[config.mk]
export PLATFORM = sky130hd
export DESIGN_NAME = ddr3_stream_writer
export DESIGN_NICKNAME = d
export VERILOG_FILES = /design/src/rtl/ddr3_axi_pkg.sv /design/src/rtl/ddr3_stream_writer_sfifo.sv /design/src/rtl/ddr3_stream_writer.sv
export SDC_FILE = /design/constraint.sdc
export NUM_CORES = 2
export LEC_CHECK = 0
export BUFFER_PORTS_ARGS = -buffer_cell sky130_fd_sc_hd__buf_2
export CAP_MARGIN = 30
export CELL_PAD_IN_SITES_DETAIL_PLACEMENT = 1
export CELL_PAD_IN_SITES_GLOBAL_PLACEMENT = 1
export CORE_MARGIN = 3
export CORE_UTILIZATION = 36
export CTS_BUF_LIST = sky130_fd_sc_hd__clkbuf_2 sky130_fd_sc_hd__clkbuf_4 sky130_fd_sc_hd__clkbuf_8
export DETAILED_ROUTE_END_ITERATION = 10
export PLACE_DENSITY_LB_ADDON = 0.1
export SLEW_MARGIN = 30
export SYNTH_ARGS = -nofsm -noshare
export SYNTH_HDL_FRONTEND = slang
export SYNTH_MEMORY_MAX_BITS = 65536
export SYNTH_SLANG_ARGS = --single-unit
[constraint.sdc]
create_clock -name aclk -period 8.95 [get_ports aclk]
set_clock_uncertainty 0.1 [all_clocks]
set_input_delay 0.895 -clock aclk [delete_from_list [all_inputs] [get_ports aclk]]
set_output_delay 0.895 -clock aclk [all_outputs]
set_load 0.1 [all_outputs]
[src/rtl/ddr3_axi_pkg.sv]
// Shared definitions for the DDR3 stream writer.
//   AXI write-response codes, writer FSM state encoding and the fixed
//   descriptor field widths (the length field width follows AXI_BURST_WIDTH).
package ddr3_axi_pkg;

   localparam logic [1:0] AXI_RESP_OKAY   = 2'd0;
   localparam logic [1:0] AXI_RESP_EXOKAY = 2'd1;
   localparam logic [1:0] AXI_RESP_SLVERR = 2'd2;
   localparam logic [1:0] AXI_RESP_DECERR = 2'd3;

   typedef enum logic [1:0] {
      WR_IDLE = 2'd0,
      WR_AW   = 2'd1,
      WR_W    = 2'd2,
      WR_B    = 2'd3
   } wr_state_e;

   localparam int DESC_END_W   = 1;
   localparam int DESC_BYTES_W = 16;

endpackage

[src/rtl/ddr3_stream_writer_sfifo.sv]
// Synchronous first-word-fall-through FIFO.
//   clk_sys/rst_b : clock, active-low async reset (empties the FIFO)
//   wr_en/wr_data : push, ignored while fifo_full
//   rd_en/rd_data : pop; rd_data shows the head entry whenever !fifo_empty
//   fifo_full/fifo_empty : status
// DEPTH must be a power of 2.
module sfifo #(
   parameter int WIDTH = 8,
   parameter int DEPTH = 4
) (
   input  logic             clk_sys,
   input  logic             rst_b,
   input  logic             wr_en,
   input  logic [WIDTH-1:0] wr_data,
   input  logic             rd_en,
   output logic [WIDTH-1:0] rd_data,
   output logic             fifo_full,
   output logic             fifo_empty
);

   localparam int PTR_W = $clog2(DEPTH);

   logic [WIDTH-1:0] mem_q [DEPTH];
   logic [PTR_W:0]   wr_ptr_q, wr_ptr_d;
   logic [PTR_W:0]   rd_ptr_q, rd_ptr_d;
   logic             wr_ok, rd_ok;

   // Extra pointer bit separates full from empty when the indices match.
   assign fifo_empty = (wr_ptr_q == rd_ptr_q);
   assign fifo_full  = (wr_ptr_q[PTR_W] != rd_ptr_q[PTR_W]) &&
                       (wr_ptr_q[PTR_W-1:0] == rd_ptr_q[PTR_W-1:0]);
   assign rd_data    = mem_q[rd_ptr_q[PTR_W-1:0]];

   always_comb begin
      wr_ok    = wr_en & ~fifo_full;
      rd_ok    = rd_en & ~fifo_empty;
      wr_ptr_d = wr_ptr_q + (PTR_W+1)'(wr_ok);
      rd_ptr_d = rd_ptr_q + (PTR_W+1)'(rd_ok);
   end

   always_ff @(posedge clk_sys or negedge rst_b) begin
      if (!rst_b) begin
         wr_ptr_q <= '0;
         rd_ptr_q <= '0;
      end else begin
         wr_ptr_q <= wr_ptr_d;
         rd_ptr_q <= rd_ptr_d;
      end
   end

   always_ff @(posedge clk_sys) begin
      if (wr_ok) mem_q[wr_ptr_q[PTR_W-1:0]] <= wr_data;
   end

endmodule

[src/rtl/ddr3_stream_writer.sv]
// Byte stream to DDR3 AXI write-burst master.
//   aclk/aresetn            : clock, active-low async reset
//   s_data/s_valid/s_last   : incoming frame bytes; s_ready back-pressure
//   aw*/w*/b*               : AXI write master towards the DDR3 controller
//   frame_done/frame_bytes  : one-cycle pulse with the byte count of a frame
//                             whose last burst has been acknowledged
//   wr_err                  : sticky, set on any non-OKAY write response
// Bytes are packed little-endian into words; every BURST_BEATS words (or at
// frame end) a descriptor goes to a small FIFO, which the writer FSM turns
// into one AW + W burst + B. Frames start on burst boundaries of a ring.
//
// Writer FSM
//   state   | meaning
//   WR_IDLE | waiting for a descriptor; pops and latches it
//   WR_AW   | presenting the burst address until awready
//   WR_W    | streaming len beats from the data FIFO
//   WR_B    | waiting for the write response; may pulse frame_done
module ddr3_stream_writer
   import ddr3_axi_pkg::*;
#(
   parameter int                        AXI_ADDR_WIDTH  = 32,
   parameter int                        AXI_ID_WIDTH    = 4,
   parameter int                        AXI_BURST_WIDTH = 6,
   parameter int                        AXI_DATA_WIDTH  = 128,
   parameter int                        BURST_BEATS     = 16,
   parameter logic [AXI_ADDR_WIDTH-1:0] BASE_ADDR       = '0,
   parameter int                        REGION_BEATS    = 4096,
   parameter logic [AXI_ID_WIDTH-1:0]   WR_ID           = '0
) (
   input  logic                         aclk,
   input  logic                         aresetn,
   input  logic [7:0]                   s_data,
   input  logic                         s_valid,
   input  logic                         s_last,
   output logic                         s_ready,
   output logic [AXI_ADDR_WIDTH-1:0]    awaddr,
   output logic [AXI_ID_WIDTH-1:0]      awid,
   output logic [AXI_BURST_WIDTH-1:0]   awlen,
   output logic                         awvalid,
   input  logic                         awready,
   output logic [AXI_DATA_WIDTH-1:0]    wdata,
   output logic [AXI_DATA_WIDTH/8-1:0]  wstrb,
   output logic                         wlast,
   output logic                         wvalid,
   input  logic                         wready,
   input  logic [AXI_ID_WIDTH-1:0]      bid,
   input  logic [1:0]                   bresp,
   input  logic                         bvalid,
   output logic                         bready,
   output logic                         frame_done,
   output logic [15:0]                  frame_bytes,
   output logic                         wr_err
);

   localparam int BPW           = AXI_DATA_WIDTH/8;
   localparam int BI_W          = $clog2(BPW);
   localparam int DF_W          = AXI_DATA_WIDTH + BPW;
   localparam int DESC_W        = AXI_BURST_WIDTH + DESC_END_W + DESC_BYTES_W;
   localparam int OFF_W         = $clog2(REGION_BEATS);
   localparam int COLS_PER_BEAT = AXI_DATA_WIDTH/16;

   // ---------------- packer ----------------
   logic [AXI_DATA_WIDTH-1:0]  pk_word_q, pk_word_d, merged_word;
   logic [BPW-1:0]             pk_strb_q, pk_strb_d, merged_strb;
   logic [BI_W-1:0]            pk_idx_q, pk_idx_d;
   logic [AXI_BURST_WIDTH-1:0] pk_words_q, pk_words_d;
   logic [15:0]                pk_bytes_q, pk_bytes_d;
   logic                       rdy_en_q;
   logic                       byte_acc, dfifo_wr, qfifo_wr;
   logic                       data_full, data_empty, desc_full, desc_empty;
   logic [DF_W-1:0]            data_rd;
   logic [DESC_W-1:0]          desc_rd, desc_wr;

   // ---------------- writer ----------------
   wr_state_e                  state_q, state_d;
   logic [AXI_BURST_WIDTH-1:0] len_m1_q, len_m1_d;
   logic [AXI_BURST_WIDTH-1:0] beats_left_q, beats_left_d;
   logic                       end_q, end_d;
   logic [15:0]                bytes_q, bytes_d;
   logic [OFF_W-1:0]           off_q, off_d;
   logic [OFF_W:0]             off_sum;
   logic                       err_q, err_d;
   logic                       done_q, done_d;
   logic [15:0]                done_bytes_q, done_bytes_d;
   logic                       desc_pop, data_pop;

   logic unused_bid;
   assign unused_bid = ^bid;

   // s_ready is held low for the first cycle out of reset.
   assign s_ready  = rdy_en_q & ~data_full & ~desc_full;
   assign byte_acc = s_valid & s_ready;

   always_comb begin
      pk_word_d   = pk_word_q;
      pk_strb_d   = pk_strb_q;
      pk_idx_d    = pk_idx_q;
      pk_words_d  = pk_words_q;
      pk_bytes_d  = pk_bytes_q;
      dfifo_wr    = 1'b0;
      qfifo_wr    = 1'b0;
      merged_word = pk_word_q;
      merged_word[{pk_idx_q, 3'b000} +: 8] = s_data;
      merged_strb = pk_strb_q;
      merged_strb[pk_idx_q] = 1'b1;
      if (byte_acc) begin
         pk_word_d  = merged_word;
         pk_strb_d  = merged_strb;
         pk_idx_d   = pk_idx_q + 1'b1;
         pk_bytes_d = pk_bytes_q + 16'd1;
         if ((pk_idx_q == BI_W'(BPW-1)) || s_last) begin
            dfifo_wr   = 1'b1;
            pk_word_d  = '0;
            pk_strb_d  = '0;
            pk_idx_d   = '0;
            pk_words_d = pk_words_q + 1'b1;
            // A frame ending on a full burst still yields a single descriptor.
            if ((pk_words_q == AXI_BURST_WIDTH'(BURST_BEATS-1)) || s_last) begin
               qfifo_wr   = 1'b1;
               pk_words_d = '0;
            end
            if (s_last) pk_bytes_d = '0;
         end
      end
   end

   // Descriptor: {len-1, frame_end, frame byte count including this byte}.
   assign desc_wr = {pk_words_q, s_last, pk_bytes_q + 16'd1};

   sfifo #(.WIDTH(DF_W), .DEPTH(32)) u_data_fifo (
      .clk_sys    (aclk),
      .rst_b      (aresetn),
      .wr_en      (dfifo_wr),
      .wr_data    ({merged_strb, merged_word}),
      .rd_en      (data_pop),
      .rd_data    (data_rd),
      .fifo_full  (data_full),
      .fifo_empty (data_empty)
   );

   sfifo #(.WIDTH(DESC_W), .DEPTH(4)) u_desc_fifo (
      .clk_sys    (aclk),
      .rst_b      (aresetn),
      .wr_en      (qfifo_wr),
      .wr_data    (desc_wr),
      .rd_en      (desc_pop),
      .rd_data    (desc_rd),
      .fifo_full  (desc_full),
      .fifo_empty (desc_empty)
   );

   // Words of a burst are already queued when its descriptor appears, so W
   // never looks at data_empty.
   always_comb begin
      state_d      = state_q;
      len_m1_d     = len_m1_q;
      beats_left_d = beats_left_q;
      end_d        = end_q;
      bytes_d      = bytes_q;
      off_d        = off_q;
      err_d        = err_q;
      done_d       = 1'b0;
      done_bytes_d = done_bytes_q;
      desc_pop     = 1'b0;
      data_pop     = 1'b0;
      off_sum      = {1'b0, off_q} + (OFF_W+1)'(len_m1_q) + (OFF_W+1)'(1);
      if (end_q) begin
         off_sum = (off_sum + (OFF_W+1)'(BURST_BEATS-1)) &
                   ~((OFF_W+1)'(BURST_BEATS-1));
      end
      unique case (state_q)
         WR_IDLE: begin
            if (!desc_empty) begin
               desc_pop     = 1'b1;
               len_m1_d     = desc_rd[DESC_W-1 -: AXI_BURST_WIDTH];
               beats_left_d = desc_rd[DESC_W-1 -: AXI_BURST_WIDTH];
               end_d        = desc_rd[DESC_BYTES_W];
               bytes_d      = desc_rd[DESC_BYTES_W-1:0];
               state_d      = WR_AW;
            end
         end
         WR_AW: begin
            if (awready) state_d = WR_W;
         end
         WR_W: begin
            if (wready) begin
               data_pop = 1'b1;
               if (beats_left_q == '0) begin
                  // Wrap falls out of the truncation: bursts never cross the ring end.
                  off_d   = off_sum[OFF_W-1:0];
                  state_d = WR_B;
               end else begin
                  beats_left_d = beats_left_q - 1'b1;
               end
            end
         end
         WR_B: begin
            if (bvalid) begin
               if (bresp != AXI_RESP_OKAY) err_d = 1'b1;
               if (end_q) begin
                  done_d       = 1'b1;
                  done_bytes_d = bytes_q;
               end
               state_d = WR_IDLE;
            end
         end
         default: state_d = WR_IDLE;
      endcase
   end

   always_ff @(posedge aclk or negedge aresetn) begin
      if (!aresetn) begin
         pk_word_q    <= '0;
         pk_strb_q    <= '0;
         pk_idx_q     <= '0;
         pk_words_q   <= '0;
         pk_bytes_q   <= '0;
         rdy_en_q     <= 1'b0;
         state_q      <= WR_IDLE;
         len_m1_q     <= '0;
         beats_left_q <= '0;
         end_q        <= 1'b0;
         bytes_q      <= '0;
         off_q        <= '0;
         err_q        <= 1'b0;
         done_q       <= 1'b0;
         done_bytes_q <= '0;
      end else begin
         pk_word_q    <= pk_word_d;
         pk_strb_q    <= pk_strb_d;
         pk_idx_q     <= pk_idx_d;
         pk_words_q   <= pk_words_d;
         pk_bytes_q   <= pk_bytes_d;
         rdy_en_q     <= 1'b1;
         state_q      <= state_d;
         len_m1_q     <= len_m1_d;
         beats_left_q <= beats_left_d;
         end_q        <= end_d;
         bytes_q      <= bytes_d;
         off_q        <= off_d;
         err_q        <= err_d;
         done_q       <= done_d;
         done_bytes_q <= done_bytes_d;
      end
   end

   assign awvalid     = (state_q == WR_AW);
   assign awaddr      = BASE_ADDR + AXI_ADDR_WIDTH'(off_q) * AXI_ADDR_WIDTH'(COLS_PER_BEAT);
   assign awlen       = len_m1_q;
   assign awid        = WR_ID;
   assign wvalid      = (state_q == WR_W);
   assign wdata       = wvalid ? data_rd[AXI_DATA_WIDTH-1:0] : '0;
   assign wstrb       = wvalid ? data_rd[DF_W-1 -: BPW] : '0;
   assign wlast       = wvalid && (beats_left_q == '0);
   assign bready      = (state_q == WR_B);
   assign frame_done  = done_q;
   assign frame_bytes = done_bytes_q;
   assign wr_err      = err_q;

endmodule

==> results by group <==
Status
  • Status: completed

Layout
  • Most common cell after layout, fill and taps aside: edfxtp_1
  • Fillers: 49,300
  • Net count reported at finish: 9,470
  • Area growth syn-to-layout: 14.3%
  • Reg area: 147,000 sq um
  • Footprint of the multi-input gates: 43,000 sq um
  • Layout cell share with drive strength beyond 1: 32.9%
  • Most frequent cells in the layout: edfxtp_1 (4,700), mux4_2 (1,319), clkbuf_8 (851)

STA
  • F_max: 141 MHz
  • Endpoints failing hold: 0
  • RSZ-0062 raised after global routing: false
  • Setup TNS: 0 ns
  • Final Critical Period: 7.08 ns
  • Setup Viol. Count Final: 0
  • Worst Max-Slew Pin Slew: 1.18 ns
  • Fin crit share: 79.1%
  • Fin. max-slew vios: 0
  • Slew Limit Headroom: 21.1%

Clock network
  • Setup Fix Bufs, Post-CTS: 0
  • CTS buffer count: 837
  • CTS tree: yes
  • Htree depth: 6
  • Clock transition at path regs: 0.06 ns
  • Clock Sinks: 4,950
  • CTS Buffer Depth: 4
  • Clk_lat worst skew: 1.32 ns
  • Clock root cell: clkbuf_8

Routing
  • # DRC: 0
  • Wire per inst: 33.7 um
  • Top layer in use: met4
  • Avg Vias per Cell: 5.50
  • Drt initial violations: 8,089
  • Met2 WL: 284,000 um
  • TritonRoute pass-1 iters: 5
  • Routed length on met1: 251,000 um
  • Final wirelength: 577,000 um
  • Met3 routed WL: 27,300 um
  • Antenna Nets Post-Route: 0
  • Via count: 94,200

Floorplan
  • Die width: 737 um
  • Core footprint: 531,000 sq um
  • Die area: 543,000 sq um
  • Die Span Y: 737 um
  • Starting Density: 36.3%
  • Boundary Pins: 230
  • Row cnt: 267

GRT
  • Global-route usage over all layers: 21.0%
  • Global-route wire length before repair: 802,000 um
  • Vias in the first global route: 102,000
  • Largest net degree at the start of global routing: 132
  • Grt ovf: 0
  • Initial antenna violation count: 38

Yosys
  • Main synth FF type: edfxtp_1
  • Register area share after synthesis: 76.6%
  • Number of synthesis warnings: 0
  • EDFF count, synth: 4,700
  • Synth Area per Inst: 22.3 sq um
  • Async set-or-reset flop fraction in the synthesized netlist: 5.05%
  • Synthesized flop and latch total: 4,950
  • Synth cell types: 69
  • Cell area after synthesis: 192,000 sq um
  • Mapped Cells: 8,615

Placed design
  • Port bufs: 201
  • DP HPWL: 283,000 um
  • GP Congestion: 0.722

Worst setup path
  • Reg-to-reg slack, setup: 3.07 ns
  • CP Capture Type: output port
  • Critical path arrival: 6.08 ns
  • Critical path class: reg2out
  • Required time at the worst-slack endpoint: 7.96 ns
  • CP max FO: 38
  • Setup crit start kind: register

Job
  • Max-cap violation count: 0

Power and ir drop
  • P_leak: 70.5 nW
  • Max IR drop VDD: 266 uV
  • Gate power share: 27.8%
  • Clock power frac: 30.3%
  • Pwr dens: 299 nW/um^2
  • Tot Pwr: 65.7 mW
  • Net Sw Frac: 33.1%
  • Seq pwr share: 41.9%
  • P_sw: 21.8 mW
  • Cell Int Power: 44.0 mW

Min path
  • Hold Crit Class: in2reg
[final timing paths]
kind                                    startpoint                  endpoint  cells after the start
hold / removal                              bvalid                frame_done                      3
hold reg to reg                     pk_word_q[105]            pk_word_q[105]                      2
max in group asynchronous                  aresetn            pk_word_q[113]                      5
setup / recovery           u_data_fifo.rd_ptr_q[0]                 wdata[71]                      9
setup reg to reg           u_data_fifo.rd_ptr_q[4]  u_data_fifo.mem_q[1][83]                     10
min in group asynchronous                  aresetn             pk_word_q[10]                      3
[metal layers]
layer | track usage [%] | up-vias
li1 | - | 37800
met4 | 5.32 | 0
met3 | 2.92 | 863
met2 | 35.2 | 2580
met5 | 0 | -
met1 | 28.9 | 53000
[area by class of cell]
cell class	count	share of cell area (%)
flip-flops and latches	4950	67.1
multi-input cells	3149	19.6
clock buffers	1171	6.42
well taps	6994	3.98
repair buffers	452	1.86
clock inverters	360	1.03
inverters	31	0.0564
diodes	16	0.0182
[repair_timing]
item | in CTS | in global routing
hold buffers | 8 | 0
hold endpoints to repair | 77 | 0
resized for setup | 0 | 0
[cell families (layout without fill, tap and decap cells)]
| group | after synthesis | count (layout) | synth area share, % |
|---|---|---|---|
| multiplexers | 1877 | 1877 | 18.4 |
| other | 2 | 41 | 0.00391 |
| AND/OR/NAND/NOR | 800 | 800 | 1.91 |
| buffers and inverters | 539 | 2014 | 1.29 |
| XOR/XNOR | 48 | 48 | 0.219 |
| flip-flops | 4950 | 4950 | 76.6 |
| AO/OA/AOI/OAI | 371 | 371 | 1.31 |
| adder cells (fa/ha/maj) | 28 | 28 | 0.186 |
[cell usage after synthesis, drive strengths merged (3+ instances only)]
library cell,number,area [sq um]
nand2,258,968
nand2b,8,50.1
xor2,20,175
a211oi,85,638
or3,9,56.3
mux4,1319,29700
mux2,149,1680
ha,27,338
buf,306,1600
o311ai,3,43.8
and2,32,200
nand3,120,601
edfxtp,4700,141000
inv,29,109
o21a,3,22.5
nand3b,8,60.1
and3,5,31.3
o31ai,6,45.0
a31oi,4,25.0
nand4,6,37.5
mux2i,409,4090
clkbuf,202,763
a22oi,3,22.5
nor2b,89,557
nor2,227,852
nor3,18,95.1
or3b,3,26.3
a32o,24,240
dfrtp,250,6260
o22ai,3,18.8
a22o,4,35.0
xnor2,28,245
o21ai,61,305
a21boi,14,105
a31o,31,272
or2,6,37.5
a21oi,103,515
nor4,5,46.3
a21o,13,97.6
o2111ai,3,26.3
[power groups by stage]
stage	sequential, mW	clock, mW	combinational (mW)
floorplan	28.2	0	13.0
global placement	28.0	0	18.5
detailed placement	28.0	0	18.8
CTS	27.5	20.6	18.8
global route	27.6	21.6	19.6
finish	27.5	19.9	18.3
[stage by stage]
stage,util (%),hold slack (ns),setup WS (ns),instances,cell area [sq um]
after floorplan,-,0.333,0.329,8638,192000
after global placement,38.2,0.346,2.83,15600,203000
after detailed placement,38.3,0.354,2.85,15600,203000
after CTS,41.4,0.0597,1.38,17100,220000
after global routing,41.4,0.0677,1.32,17100,220000
final,41.4,0.157,1.87,17100,220000
[flip-flops by register name, summed over array words and instances, names as in the netlist, 2 cells and up]
name,count
beats_left_q,6
u_desc_fifo.rd_ptr_q,3
awlen,6
pk_word_q,128
u_desc_fifo.mem_q,92
u_data_fifo.mem_q,4608
frame_bytes,16
u_data_fifo.rd_ptr_q,6
pk_words_q,6
pk_bytes_q,16
bytes_q,16
u_data_fifo.wr_ptr_q,6
pk_strb_q,16
state_q,2
off_q,12
u_desc_fifo.wr_ptr_q,3
pk_idx_q,4
[worst max-delay path, cell delays in order (launching register included)]
cell,delay [ns]
dfrtp_4,0.99
buf_4,0.77
buf_4,0.76
mux4_2,0.59
nor2b_1,0.14
a211oi_1,0.30
a21oi_1,0.15
mux2i_1,0.48
nor2_1,0.09
buf_2,0.31
Power figures use the tool's default switching activity.
